File: src/rtl/ddr3_tl_arbiter.sv
// ddr3_tl_arbiter
//   Two-master round-robin arbiter in front of a DDR3 TileLink-UL slave port
//   (Get / PutFull, 64-byte blocks, eight 64-bit beats per PutFull).
//   A master owns the A channel for a whole burst, so beats from the two
//   masters never interleave. a_source is tagged with the master index in its
//   MSB, and D beats are routed back by that tag. A per-master outstanding
//   counter stops one master from filling the slave's source FIFOs.
// Ports
//   clk, reset_n                 clock, asynchronous active-low reset
//   m{0,1}_a_*                   master A channel (valid/ready/opcode/source/address/data)
//   m{0,1}_d_*                   master D channel (valid/ready/opcode/source/data)
//   s_a_*                        slave A channel; size/mask/param are constant
//   s_d_*                        slave D channel; source MSB selects the master

// Per-master outstanding-transaction counter and eligibility.
module ddr3_tl_arbiter_outcnt #(
  parameter int MAX_OUTSTANDING = 4
) (
  input  logic clk,
  input  logic reset_n,
  input  logic a_valid,
  input  logic inc,
  input  logic dec,
  output logic eligible
);
  logic [2:0] cnt;

  // Simultaneous issue and completion leave the count unchanged.
  always_ff @(posedge clk or negedge reset_n)
    if (!reset_n)            cnt <= '0;
    else if (inc && !dec)    cnt <= cnt + 3'd1;
    else if (dec && !inc)    cnt <= cnt - 3'd1;

  assign eligible = a_valid && (cnt < 3'(MAX_OUTSTANDING));

  // A completion with nothing outstanding is a slave protocol error.
  a_no_underflow: assert property (@(posedge clk) disable iff (!reset_n)
    !(dec && !inc && cnt == 3'd0));
endmodule

module ddr3_tl_arbiter #(
  parameter int ADDRESS_WIDTH   = 30,
  parameter int SOURCE_WIDTH    = 4,
  parameter int MAX_OUTSTANDING = 4
) (
  input  logic                     clk,
  input  logic                     reset_n,
  input  logic                     m0_a_valid,
  output logic                     m0_a_ready,
  input  logic [2:0]               m0_a_opcode,
  input  logic [SOURCE_WIDTH-1:0]  m0_a_source,
  input  logic [ADDRESS_WIDTH-1:0] m0_a_address,
  input  logic [63:0]              m0_a_data,
  output logic                     m0_d_valid,
  input  logic                     m0_d_ready,
  output logic [2:0]               m0_d_opcode,
  output logic [SOURCE_WIDTH-1:0]  m0_d_source,
  output logic [63:0]              m0_d_data,
  input  logic                     m1_a_valid,
  output logic                     m1_a_ready,
  input  logic [2:0]               m1_a_opcode,
  input  logic [SOURCE_WIDTH-1:0]  m1_a_source,
  input  logic [ADDRESS_WIDTH-1:0] m1_a_address,
  input  logic [63:0]              m1_a_data,
  output logic                     m1_d_valid,
  input  logic                     m1_d_ready,
  output logic [2:0]               m1_d_opcode,
  output logic [SOURCE_WIDTH-1:0]  m1_d_source,
  output logic [63:0]              m1_d_data,
  output logic                     s_a_valid,
  input  logic                     s_a_ready,
  output logic [2:0]               s_a_opcode,
  output logic [SOURCE_WIDTH:0]    s_a_source,
  output logic [ADDRESS_WIDTH-1:0] s_a_address,
  output logic [63:0]              s_a_data,
  output logic [2:0]               s_a_size,
  output logic [7:0]               s_a_mask,
  output logic [2:0]               s_a_param,
  input  logic                     s_d_valid,
  output logic                     s_d_ready,
  input  logic [2:0]               s_d_opcode,
  input  logic [SOURCE_WIDTH:0]    s_d_source,
  input  logic [63:0]              s_d_data
);
  localparam logic [0:0] IDLE   = 1'b0;
  localparam logic [0:0] BUSY   = 1'b1;
  localparam logic [2:0] OP_GET = 3'd4;
  localparam logic [2:0] OP_ACK = 3'd0;
  localparam logic [2:0] OP_RD  = 3'd1;

  // Master-side signals packed by index so the owner can select them.
  logic [1:0]                          a_valid, d_ready, elig, inc, dec;
  logic [1:0][2:0]                     a_opcode;
  logic [1:0][SOURCE_WIDTH-1:0]        a_source;
  logic [1:0][ADDRESS_WIDTH-1:0]       a_address;
  logic [1:0][63:0]                    a_data;

  assign a_valid   = {m1_a_valid,   m0_a_valid};
  assign a_opcode  = {m1_a_opcode,  m0_a_opcode};
  assign a_source  = {m1_a_source,  m0_a_source};
  assign a_address = {m1_a_address, m0_a_address};
  assign a_data    = {m1_a_data,    m0_a_data};
  assign d_ready   = {m1_d_ready,   m0_d_ready};

  logic [0:0] state;
  logic       owner, last_owner, other, sel;
  logic [2:0] a_beat, d_beat;
  logic       a_fire, a_last, d_fire, d_last;

  assign other = ~owner;

  // ---------------- A channel ----------------
  assign s_a_valid   = (state == BUSY) && a_valid[owner];
  assign m0_a_ready  = (state == BUSY) && !owner && s_a_ready;
  assign m1_a_ready  = (state == BUSY) &&  owner && s_a_ready;
  assign s_a_opcode  = a_opcode[owner];
  assign s_a_source  = {owner, a_source[owner]};
  assign s_a_address = a_address[owner];
  assign s_a_data    = a_data[owner];
  assign s_a_size    = 3'd6;
  assign s_a_mask    = 8'hFF;
  assign s_a_param   = 3'd0;

  assign a_fire = s_a_valid && s_a_ready;
  assign a_last = a_fire && (a_opcode[owner] == OP_GET || a_beat == 3'd7);

  // ---------------- D channel ----------------
  // Gated by reset_n so nothing handshakes while reset is held.
  assign sel         = s_d_source[SOURCE_WIDTH];
  assign s_d_ready   = reset_n && d_ready[sel];
  assign m0_d_valid  = reset_n && s_d_valid && !sel;
  assign m1_d_valid  = reset_n && s_d_valid &&  sel;
  assign m0_d_opcode = s_d_opcode;
  assign m1_d_opcode = s_d_opcode;
  assign m0_d_source = s_d_source[SOURCE_WIDTH-1:0];
  assign m1_d_source = s_d_source[SOURCE_WIDTH-1:0];
  assign m0_d_data   = s_d_data;
  assign m1_d_data   = s_d_data;

  assign d_fire = s_d_valid && s_d_ready;
  assign d_last = d_fire && (s_d_opcode == OP_ACK || (s_d_opcode == OP_RD && d_beat == 3'd7));

  assign inc = {a_last &&  owner, a_last && !owner};
  assign dec = {d_last &&  sel,   d_last && !sel};

  for (genvar i = 0; i < 2; i++) begin : g_m
    ddr3_tl_arbiter_outcnt #(.MAX_OUTSTANDING(MAX_OUTSTANDING)) u_cnt (
      .clk      (clk),
      .reset_n  (reset_n),
      .a_valid  (a_valid[i]),
      .inc      (inc[i]),
      .dec      (dec[i]),
      .eligible (elig[i])
    );
  end

  // Grant FSM: IDLE costs one bubble; a burst end hands straight over to a
  // waiting eligible master.
  always_ff @(posedge clk or negedge reset_n)
    if (!reset_n) begin
      state      <= IDLE;
      owner      <= 1'b0;
      last_owner <= 1'b1;
      a_beat     <= 3'd0;
    end else if (state == IDLE) begin
      if (elig[0] && elig[1]) begin
        state <= BUSY;
        owner <= ~last_owner;
      end else if (elig[0]) begin
        state <= BUSY;
        owner <= 1'b0;
      end else if (elig[1]) begin
        state <= BUSY;
        owner <= 1'b1;
      end
    end else begin
      if (a_last) begin
        a_beat     <= 3'd0;
        last_owner <= owner;
        if (elig[other]) owner <= other;
        else             state <= IDLE;
      end else if (a_fire) begin
        a_beat <= a_beat + 3'd1;
      end
    end

  always_ff @(posedge clk or negedge reset_n)
    if (!reset_n)                            d_beat <= 3'd0;
    else if (d_last)                         d_beat <= 3'd0;
    else if (d_fire && s_d_opcode == OP_RD)  d_beat <= d_beat + 3'd1;
endmodule

File: config.mk
export PLATFORM = sky130hd
export DESIGN_NAME = ddr3_tl_arbiter
export DESIGN_NICKNAME = d
export VERILOG_FILES = /design/src/rtl/ddr3_tl_arbiter.sv
export SDC_FILE = /design/constraint.sdc
export NUM_CORES = 1
export LEC_CHECK = 0
export BUFFER_PORTS_ARGS = -buffer_cell sky130_fd_sc_hd__buf_2
export CORE_AREA = 5 5 210 212
export DETAILED_ROUTE_END_ITERATION = 8
export DIE_AREA = 0 0 215 217
export PLACE_DENSITY = 0.37
export SYNTH_ARGS = -nofsm -noshare
export SYNTH_HDL_FRONTEND = slang
export SYNTH_SLANG_ARGS = --single-unit
File: constraint.sdc
create_clock -name clk -period 2.9 [get_ports clk]
set_clock_uncertainty 0.15 [all_clocks]
set_input_delay 0.58 -clock clk [delete_from_list [all_inputs] [get_ports clk]]
set_output_delay 0.58 -clock clk [all_outputs]
set_load 0.005 [all_outputs]
* Word-level counts from Yosys, hierarchy flattened
Index checks and enable logic that the tools add are counted.
Word-level totals: register bits 15, input bits 282, logic and storage cells 103
Cells by class: add/sub/neg operators 6, order comparisons 5, equal/unequal tests 6, multiplexer cells 34, bitwise logic cells 2, reductions and logical operators 43
Operators with widths (count):
- 64-bit two-way mux | 2
- 30-bit two-way mux | 2
- 3-bit two-way mux | 10
- 1-bit logical AND | 26
- 1-bit two-way mux | 18
- 3-bit by 1-bit adder with 3-bit output, second input constant | 4
- 3-bit equality test, second input constant | 3
- 4-bit two-way mux | 2
- 2-bit nonzero test | 4
- 1-bit zero test | 6
- 1-bit by 2-bit < comparator with 1-bit output, second input constant | 3
- 3-bit < comparator, second input constant | 2
- 3-bit by 1-bit subtractor with 3-bit output, second input constant | 2
- 2-bit by 1-bit inequality test with 1-bit output, second input constant | 2
- 2-bit AND reduction | 2
- 4-bit nonzero test | 1
- 3-bit by 1-bit equality test with 1-bit output, second input constant | 1
- 3-bit zero test | 1
- 3-bit AND reduction | 1
- 1-bit logical OR | 2
- 1-bit inverter | 2

* Depth between registers and ports, before layout
Gate-level depths: netlist (run 1).
depth in word-level cells 10, depth in mapped cells 11, gate-level depth less buffers 11

* By module
Synthesis (run 1) repeated with hierarchy kept, for this count alone.
Unflattened totals: cell total of the unflattened synthesis 363, area, all modules 3383.2 um2
Modules (own cells, without submodules):
- ddr3_tl_arbiter | instances 1, cells each 337, area an instance 3057.9 um2, sequential area each 226.5 um2
- ddr3_tl_arbiter_outcnt | instances 2, cells each 13, area an instance 162.7 um2, sequential area each 75.1 um2

* Least setup slack after synthesis (run 1)
OpenSTA, ideal clock, no wires.
path kind in2reg, start in m1_a_opcode[1], end reg g_m[1].u_cnt.cnt[2], library setup time 79 ps, data arrival time 2694 ps, data required time 2671 ps, slack -23 ps, cell stages on the path 9, buffers on the path 0, cells stage by stage or4bb_1 a311oi_4 and2_1 ha_1 inv_1 fa_1 xor2_1 nor2_1 xor2_1
On the way: cells in the longest elaborated chain, start to end 9
RTL lines:
- from (decl) | RTL line 61 | input logic [2:0] m1_a_opcode,
- 3-bit two-way mux (implied by the code) * (2 in a row) | RTL line 125 | assign a_last = a_fire && (a_opcode[owner] == OP_GET || a_beat == 3'd7);
- 3-bit equality test * | RTL line 125
- 1-bit logical OR * | RTL line 125
- 1-bit logical AND * | RTL line 125
- 1-bit logical AND * | RTL line 143 | assign inc = {a_last && owner, a_last && !owner};
- 1-bit zero test | RTL line 32 | else if (dec && !inc) cnt <= cnt - 3'd1;
- 1-bit logical AND | RTL line 32
- 2-bit nonzero test (no source line)
- to (signal assigned) | RTL line 31 | else if (inc && !dec) cnt <= cnt + 3'd1;
- to (signal assigned) | RTL line 32
- to (decl) | RTL line 26 | logic [2:0] cnt;
Mark *: on every way between the ends. The rest lies on a longest branch, timed or not. The select of a mux whose other input is x is not followed. A chain may end at the register's enable or synchronous reset.

* Final worst setup path (run 1)
Same ends and word-level chain as after synthesis.

==> results.toml, run 1 <==
[synthesis]
ys_warn_count = 0
syn_inst = 355
netlist_top_cells_area = "mux2_2 (36%), buf_4 (36%), dfrtp_1 (11%)"
synth-simple-area-share_pct = 5.057
synth_fa_ha_area_share_pct = 3.498
syn-cell-area_sq_um = 3291
synth_top_family_by_area = "buffers and inverters"
synth.distinct_cells = 32
ys_seq_area_share_pct = 11.44
synth_mux_area_share_pct = 37.60
synthXorXnorAreaFrac_pct = 1.597
synth_largest_area_cell = "mux2_2"
yosysMostFrequentCell = "buf_4"
ys_async_sr_fraction_pct = 100.0
ys_ff_latch = 15
synth-compound-area-share_pct = 2.357
synth_edf_count = 0
synthTopCellsByCount = "buf_4 (157), mux2_2 (105), dfrtp_1 (14), nor2_1 (9), clkbuf_1 (8)"
synth_top_area_share_pct = 35.93
synth_flop_cell = "dfrtp_1"
syn_avg_cell_area_sq_um = 9.269

[place]
dpl_cell_area_sq_um = 4487
gp_congestion = 0.7908
port_buffers = 327
dp_hpwl_um = 13060

[sta]
slew_headroom_pct = 42.16
rsz0062_at_grt = "no"
fin_worst_hold_slack_ps = 208.0
timing.final.crit_share_pct = 95.77
tightest_slew_ps = 867.6
hold_viol_final = 0
finalMaxSlewViolations = 0
fmax_ghz = 0.3601
min_period_ps = 2777
final-setup-viol-count = 0

[critical_path]
reg2reg_to = "g_m[1].u_cnt.cnt[2]"
r2r_setup_slack_ps = 160
cp_max_fo = 3
cp.required_ps = 2920
reg2reg_from = "owner"
worstSetupStartpointType = "input pin"
worst-setup-path-type = "input pin to flop"
end_kind = "flop"
r2r_cells = 9
critical_path_arrival_ps = 2790

[pwr]
p_comb_share_pct = 73.4
p_seq_share_pct = 15.6
p_leak_uw = 0.002298
vdd_drop_max_uv = 266.5
total_power_uw = 2485
p_int_uw = 1529
sw_frac_of_total_pct = 38.47
powerDensity_nw_per_um2 = 542.0
p_switching_uw = 956.1
p_clk_share_pct = 10.9

[clock_network]
cts_tree = "yes"
insertion_delay_ps = 250
clk_path_buf_depth = 2
cts_hold_buf = 0
cts_inserted_buffers = 3
clock-root-buffer = "clkbuf_16"
cts_num_sinks = 15
h-tree-depth = 1
path_clk_slew_ps = 50

[drt]
dr.pass1.iters = 4
routed_wl_um = 14270
routed_via_density = 2.761
routedWlPerCell_um = 13.23
vias = 2976
drc = 0
drt_iter0_drc = 43
antenna_left = 0

[floorplan]
fp-row-count = 75
die_y_um = 217
io_pins = 546
die_w_um = 215
initial_core_util_pct = 7.880
core_area_sq_um = 41760
die-area_sq_um = 46660

[job]
drv_cap = 0

[cells_and_area]
drive_gt1_share_pct = 84.79
fin_util_pct = 10.98
regArea_sq_um = 380.4
final_nets = 830
fillers = 4815
multi_input_area_sq_um = 1713
diodes = 0
stdcell_area_sq_um = 4586
area_growth_syn_to_layout_pct = 39.35

[grt]
grt_first_pass_wirelength_um = 19870
grt_pass1_vias = 3405
grtUsageTotal_pct = 5.502
grt_overflow = 0
antenna_found_initial = 2
grt_max_degree = 70

[status]
status = "complete, no violations"

[worst_hold_path]
hp-class = "input pin to async pin"
[state kept, by name, summed over array words and instances, names as in the netlist]
name / cells
owner: 1
g_m.u_cnt.cnt: 6
a_beat: 3
state: 1
last_owner: 1
d_beat: 3
[layout make-up]
type | instances | area share [%]
clock buffer | 3 | 1.637
clock inverter | 1 | 0.1091
inverter | 7 | 0.5730
multi-input combinational | 176 | 37.35
sequential | 15 | 8.295
tap | 539 | 14.71
timing repair buffer | 337 | 37.33
[metrics by stage]
stage,std cells,worst slack [ps],setup TNS [ps]
after floorplan,367,11.25,0
after global placement,1073,-113.2,-268.9
after detailed placement,1073,-136.0,-307.4
after CTS,1077,30.60,0
after global routing,1078,13.32,0
final,1078,122.7,0
[worst max-delay path by stage]
stage | from | end | slack [ps] | depth (start not counted)
floorplan | m1_a_opcode[1] | g_m[1].u_cnt.cnt[2] | 10 | 9
global placement | m1_a_opcode[1] | g_m[0].u_cnt.cnt[2] | -110 | 10
detailed placement | m1_a_opcode[1] | g_m[1].u_cnt.cnt[2] | -140 | 10
CTS | owner | g_m[0].u_cnt.cnt[2] | 30 | 9
global route | m1_a_opcode[1] | g_m[1].u_cnt.cnt[2] | 10 | 10
finish | m1_a_opcode[1] | g_m[1].u_cnt.cnt[2] | 120 | 10
[critical path: stages]
cell	delay (ps)
buf_2	110
or4bb_4	550
a311oi_4	320
and2_4	190
ha_2	170
inv_1	50
fa_1	370
xor2_1	170
nor2_1	130
xor2_1	150
[placed cells by master (no fill, tap or decap), types with 4 or more instances in the layout]
cell type,n
buf_2,327
dfrtp_1,13
buf_4,10
mux2_2,105
nor2_1,9
mux2i_1,4
ha_1,5
inv_1,7
nand2_1,7
xor2_1,4
conb_1,14
[power by group through the flow]
stage,clock [uW],sequential [uW],combinational [uW]
2_1_floorplan,0,367,1280
3_3_place_gp,0,396,1860
3_5_place_dp,0,393,1860
4_1_cts,281,392,1870
5_1_grt,292,405,2020
6_report,271,389,1830
[per-layer routing]
layer  routed length, um  vias to the layer above  GRT usage, %
li1                    -                     1386             -
met4                 271                        0        0.9814
met5                   0                        -             0
met2                7161                      271         10.04
met3                1714                       37         2.474
met1                5118                     1282         5.954
[repair_timing]
item,CTS,global route
resized for setup,0,4
endpoints found under the setup margin,0,2
setup buffers,0,1
endpoints found under the hold margin,0,0
[cells by family after synthesis]
kind of cell               after synthesis
muxes                                  110
buffers and inverters                  176
other                                    2
adders and majority gates                8
xor gates and xnor gates                 6
AOI/OAI and AO/OA                        7
and+or+nand+nor                         31
DFF                                     15
Power figures use the tool's default switching activity.
==> inputs of run 2 (changes only) <==
--- a/config.mk
+++ b/config.mk
@@ -6,10 +6,11 @@
 export NUM_CORES = 1
 export LEC_CHECK = 0
 export BUFFER_PORTS_ARGS = -buffer_cell sky130_fd_sc_hd__buf_2
-export CORE_AREA = 5 5 210 212
+export CORE_AREA = 5 5 211 213
 export DETAILED_ROUTE_END_ITERATION = 8
-export DIE_AREA = 0 0 215 217
-export PLACE_DENSITY = 0.37
+export DIE_AREA = 0 0 216 218
+export PLACE_DENSITY = 0.36
+export SLEW_MARGIN = 20
 export SYNTH_ARGS = -nofsm -noshare
 export SYNTH_HDL_FRONTEND = slang
 export SYNTH_SLANG_ARGS = --single-unit
==> constraint.sdc (replaced) <==
create_clock -name clk -period 3.15 [get_ports clk]
set_clock_uncertainty 0.15 [all_clocks]
set_input_delay 0.63 -clock clk [delete_from_list [all_inputs] [get_ports clk]]
set_output_delay 0.63 -clock clk [all_outputs]
set_load 0.005 [all_outputs]
==> run 2 against run 1 <==
  * Combinational power is 5% lower
  * Hold slack worse by 20 ps
  * Worst setup slack gained 130 ps
  * Critical path type unchanged
  * Highest routed layer unchanged
==> results.toml, run 2 (synthesis results as in run 1) <==
[sta]
rsz0062_at_grt = "no"
finalMaxSlewViolations = 0
fin_worst_hold_slack_ps = 188.4
slew_headroom_pct = 46.16
min_period_ps = 2900
final-setup-viol-count = 0
hold_viol_final = 0
timing.final.crit_share_pct = 92.06
timing.final.ws_setup_ps = 250.0
fmax_ghz = 0.3448
tightest_slew_ps = 807.6

[critical_path]
reg2reg_from = "owner"
critical_path.startpoint = "m1_a_opcode[1]"
worst-setup-path-type = "input pin to flop"
worstSetupStartpointType = "input pin"
critical_path_arrival_ps = 2920
crit_chain = "buf_2, or4bb_1, a311oi_4, and2_1, ha_1, inv_1, fa_1, xor2_1, nor2_1, xor2_1"
cp.required_ps = 3170
timing.critical_path.mode_cell = "xor2_1"
slowest_stage = "or4bb_1"
end_kind = "flop"
cp_max_fo = 3
crit_path_max_incr_delay_ps = 600

[drt]
routedWlPerCell_um = 14.37
drc = 0
vias = 2994
routed_wl_um = 15570
dr.pass1.iters = 4
routed_via_density = 2.762
drt_iter0_drc = 56
antenna_left = 0

[pwr]
p_int_uw = 1406
p_leak_uw = 0.002286
p_comb_share_pct = 73.9
powerDensity_nw_per_um2 = 511.7
vdd_drop_max_uv = 200.2
total_power_uw = 2341
sw_frac_of_total_pct = 39.95
p_switching_uw = 935.2
p_clk_share_pct = 10.8
p_seq_share_pct = 15.3

[floorplan]
core_area_sq_um = 42510
die_y_um = 218
die-area_sq_um = 47090
initial_core_util_pct = 7.742
fp-row-count = 76
die_w_um = 216
io_pins = 546

[cells_and_area]
drive_gt1_share_pct = 83.83
final_common_cell = "buf_2"
area_growth_syn_to_layout_pct = 39.01
final_nets = 829
top_register = "g_m.u_cnt.cnt"
reg_top3 = "g_m.u_cnt.cnt (6), a_beat (3), d_beat (3)"
largest_reg_flops = 6
diodes = 0
final_cell_mix = "buf_2 (327), mux2_2 (105), conb_1 (14)"

[place]
port_buffers = 327
gp_congestion = 0.7858
pre_cts_ws_ps = -23.84
dp_hpwl_um = 14290

[grt]
grt_overflow = 0
grt_max_degree = 66
grt_first_pass_wirelength_um = 20960
grt_pass1_vias = 3277
antenna_found_initial = 2
grtUsageTotal_pct = 5.940

[clock_network]
clk_path_buf_depth = 2
cts_setup_buffers = 0
cts_tree = "yes"
path_clk_slew_ps = 50
cts_num_sinks = 15
cts_hold_buf = 0
clock-root-buffer = "clkbuf_16"
post_cts_resized = 0
insertion_delay_ps = 250
h-tree-depth = 1
cts_inserted_buffers = 3

[status]
status = "complete, no violations"

[job]
drv_cap = 0

[worst_hold_path]
hp-class = "input pin to async pin"
-- run 2: cell count changes in the layout (fill, tap and decap cells not counted), sizes merged --
cell | before | now
buf | 337 | 336
clkbuf | 3 | 4
clkinv | 1 | 0
-- run 2: final timing paths --
kind	end	slack (ps)	cells past startpoint
max	g_m[0].u_cnt.cnt[2]	250	10
min in group clk	g_m[0].u_cnt.cnt[2]	310	1
min	g_m[1].u_cnt.cnt[1]	190	2
max reg2reg	g_m[0].u_cnt.cnt[2]	280	9
max in group asynchronous	last_owner	2410	2
min reg2reg	g_m[0].u_cnt.cnt[2]	310	1
-- run 2: power by group through the flow --
stage,Sequential (uW),Clock (uW),Combinational [uW]
2_1_floorplan,338,0,1180
6_report,359,252,1730
4_1_cts,362,261,1780
5_1_grt,376,267,1910
3_5_place_dp,361,0,1770
3_3_place_gp,364,0,1780
-- run 2: metal layers --
metal | routed length, um | global-route usage (%)
met4 | 313 | 1.675
met1 | 5463 | 6.393
met3 | 1996 | 2.832
met5 | 0 | 0
met2 | 7800 | 10.44
-- run 2: per-stage QoR --
stage | TNS [ps] | instance area [sq um] | instances | utilization (%)
6_report | 0 | 4574 | 1084 | 10.76
5_1_grt | 0 | 4574 | 1084 | 10.76
2_1_floorplan | 0 | 3336 | 367 | -
4_1_cts | 0 | 4574 | 1084 | 10.76
3_5_place_dp | -45.54 | 4496 | 1080 | 10.58
3_3_place_gp | -26.44 | 4496 | 1080 | 10.58
-- run 2: area by class of cell --
class	instances	area, sq um
fill	4913	37930
timing repair buffer	336	1704
multi-input combinational	176	1702
tap	546	683.2
sequential	15	380.4
clock buffer	4	78.83
inverter	7	26.28
-- run 2: critical path: cells and delay by family --
kind / cells / cell delay [ps]
adder cells (fa/ha/maj): 2 / 520
AND/OR/NAND/NOR: 3 / 890
AO/OA/AOI/OAI: 1 / 370
XOR/XNOR: 2 / 340
buffers and inverters: 2 / 150
==> inputs of run 3 (changes only) <==
--- a/config.mk
+++ b/config.mk
@@ -6,11 +6,15 @@
 export NUM_CORES = 1
 export LEC_CHECK = 0
 export BUFFER_PORTS_ARGS = -buffer_cell sky130_fd_sc_hd__buf_2
+export CELL_PAD_IN_SITES_DETAIL_PLACEMENT = 1
+export CELL_PAD_IN_SITES_GLOBAL_PLACEMENT = 1
 export CORE_AREA = 5 5 211 213
 export DETAILED_ROUTE_END_ITERATION = 8
 export DIE_AREA = 0 0 216 218
-export PLACE_DENSITY = 0.36
+export MAX_ROUTING_LAYER = met4
+export PLACE_DENSITY = 0.49
 export SLEW_MARGIN = 20
 export SYNTH_ARGS = -nofsm -noshare
 export SYNTH_HDL_FRONTEND = slang
 export SYNTH_SLANG_ARGS = --single-unit
+export TNS_END_PERCENT = 50
==> run 3 against run 2 <==
  * Global-route usage rose by 0.80 points
  * Utilization hardly changed
  * Via count rose by 1.7%
  * Hold slack better by 3.4 ps
  * First-iteration DRC count decreased by 21%
  * Sequential power rose by 2%
  * Flip-flop and latch count did not move
  * Routed wire length rose by 7.2%
  * Clock power is 4% higher
  * Final cell count fell by 0.18%
  * Die area unchanged
  * Non-clock buffer count decreased by 2
  * Largest power group unchanged
==> results.toml, run 3 (synthesis results as in run 1) <==
[pwr]
sw_frac_of_total_pct = 40.73
p_comb_share_pct = 73.7
p_switching_uw = 972.0
p_int_uw = 1415
p_leak_uw = 0.002281
powerDensity_nw_per_um2 = 521.6
vdd_drop_max_uv = 273.5
p_clk_share_pct = 11.0
p_seq_share_pct = 15.3

[place]
dpl_cell_area_sq_um = 4493
gp_congestion = 0.7663
port_buffers = 327
dp_hpwl_um = 15480
placed_cells = 1078
pre_cts_ws_ps = -91.13

[cells_and_area]
final_common_cell = "buf_2"
final_nets = 827
final_cells = 1082
regArea_sq_um = 380.4
final_cell_mix = "buf_2 (327), mux2_2 (105), conb_1 (14)"
reg_top3 = "g_m.u_cnt.cnt (6), a_beat (3), d_beat (3)"
multi_input_area_sq_um = 1702
area_growth_syn_to_layout_pct = 39.05
stdcell_area_sq_um = 4576
diodes = 0
drive_gt1_share_pct = 83.96
fillers = 5131
largest_reg_flops = 6
top_register = "g_m.u_cnt.cnt"

[clock_network]
cts_hold_buf = 0
cts_num_sinks = 15
h-tree-depth = 1
insertion_delay_ps = 250
cts_tree = "yes"
cts_setup_buffers = 0
post_cts_resized = 0
clock-root-buffer = "clkbuf_16"
clk_path_buf_depth = 2
cts_inserted_buffers = 3
path_clk_slew_ps = 50

[status]
status = "complete, no violations"

[critical_path]
worstSetupStartpointType = "input pin"
r2r_setup_slack_ps = 210
reg2reg_to = "g_m[1].u_cnt.cnt[2]"
cp_max_fo = 3
critical_path.startpoint = "m1_a_opcode[1]"
critical_path_arrival_ps = 2970
endpoint = "g_m[1].u_cnt.cnt[2]"
r2r_cells = 9
cp.required_ps = 3170
reg2reg_from = "owner"
worst-setup-path-type = "input pin to flop"
end_kind = "flop"

[sta]
hold_viol_final = 0
fin_worst_hold_slack_ps = 191.8
tightest_slew_ps = 558.6
slew_headroom_pct = 62.76
final.setup.tns_ps = 0
timing.final.ws_setup_ps = 209.1
rsz0062_at_grt = "no"
timing.final.crit_share_pct = 93.36
finalMaxSlewViolations = 0
min_period_ps = 2941
final-setup-viol-count = 0
fmax_ghz = 0.3400

[floorplan]
die-area_sq_um = 47090
initial_core_util_pct = 7.742
die_w_um = 216
io_pins = 546
fp-row-count = 76
core_area_sq_um = 42510
die_y_um = 218

[drt]
routed_via_density = 2.814
routed_wl_um = 16690
drc = 0
drt_iter0_drc = 44
vias = 3045
dr.pass1.iters = 4
antenna_left = 0
routedWlPerCell_um = 15.42

[grt]
antenna_found_initial = 4
grt_overflow = 0
grt_pass1_vias = 3540
grtUsageTotal_pct = 6.741
grt_first_pass_wirelength_um = 22960
grt_max_degree = 94

[worst_hold_path]
hp-class = "input pin to async pin"

[job]
drv_cap = 0
==> run 3: area by class of cell <==
cell class | count | share of cell area, %
clock buffer | 3 | 1.641
clock inverter | 1 | 0.1641
inverter | 7 | 0.5742
multi-input combinational | 176 | 37.19
sequential | 15 | 8.313
tap | 546 | 14.93
timing repair buffer | 334 | 37.19
==> run 3: worst max-delay path, cell delays in order <==
cell	delay, ps
buf_2	100
or4bb_1	630
a311oi_4	390
and2_1	180
ha_1	160
inv_1	50
fa_1	380
xor2_1	170
nor2_1	110
xor2_1	160
==> run 3: metal layers <==
metal  GRT usage, %  vias to the layer above  share of wire [%]
met5              -                        -                  0
met4         0.6360                        0               0.98
met3          2.554                       20                 11
met2          12.57                      299                 52
met1          7.039                     1341                 36
li1               -                     1385                  -
==> run 3: how the worst min path moves through the flow <==
stage | start | end
2_1_floorplan | reset_n | a_beat[0]
3_3_place_gp | g_m[0].u_cnt.cnt[2] | g_m[0].u_cnt.cnt[2]
3_5_place_dp | g_m[0].u_cnt.cnt[2] | g_m[0].u_cnt.cnt[2]
4_1_cts | reset_n | g_m[0].u_cnt.cnt[0]
5_1_grt | reset_n | g_m[1].u_cnt.cnt[2]
6_report | reset_n | d_beat[2]
==> run 3: power groups by stage <==
stage	Clock (uW)	Combinational [uW]	Sequential (uW)
after detailed placement	0	1820	371
after CTS	274	1830	369
after global routing	281	1940	377
after global placement	0	1800	369
final	262	1760	366
after floorplan	0	1180	338
==> run 3: through the flow <==
| stage | util (%) | power [uW] |
|---|---|---|
| global route | 10.76 | 2603 |
| detailed placement | 10.57 | 2187 |
| floorplan | - | 1519 |
| finish | 10.76 | 2386 |
| global placement | 10.57 | 2170 |
| CTS | 10.76 | 2471 |
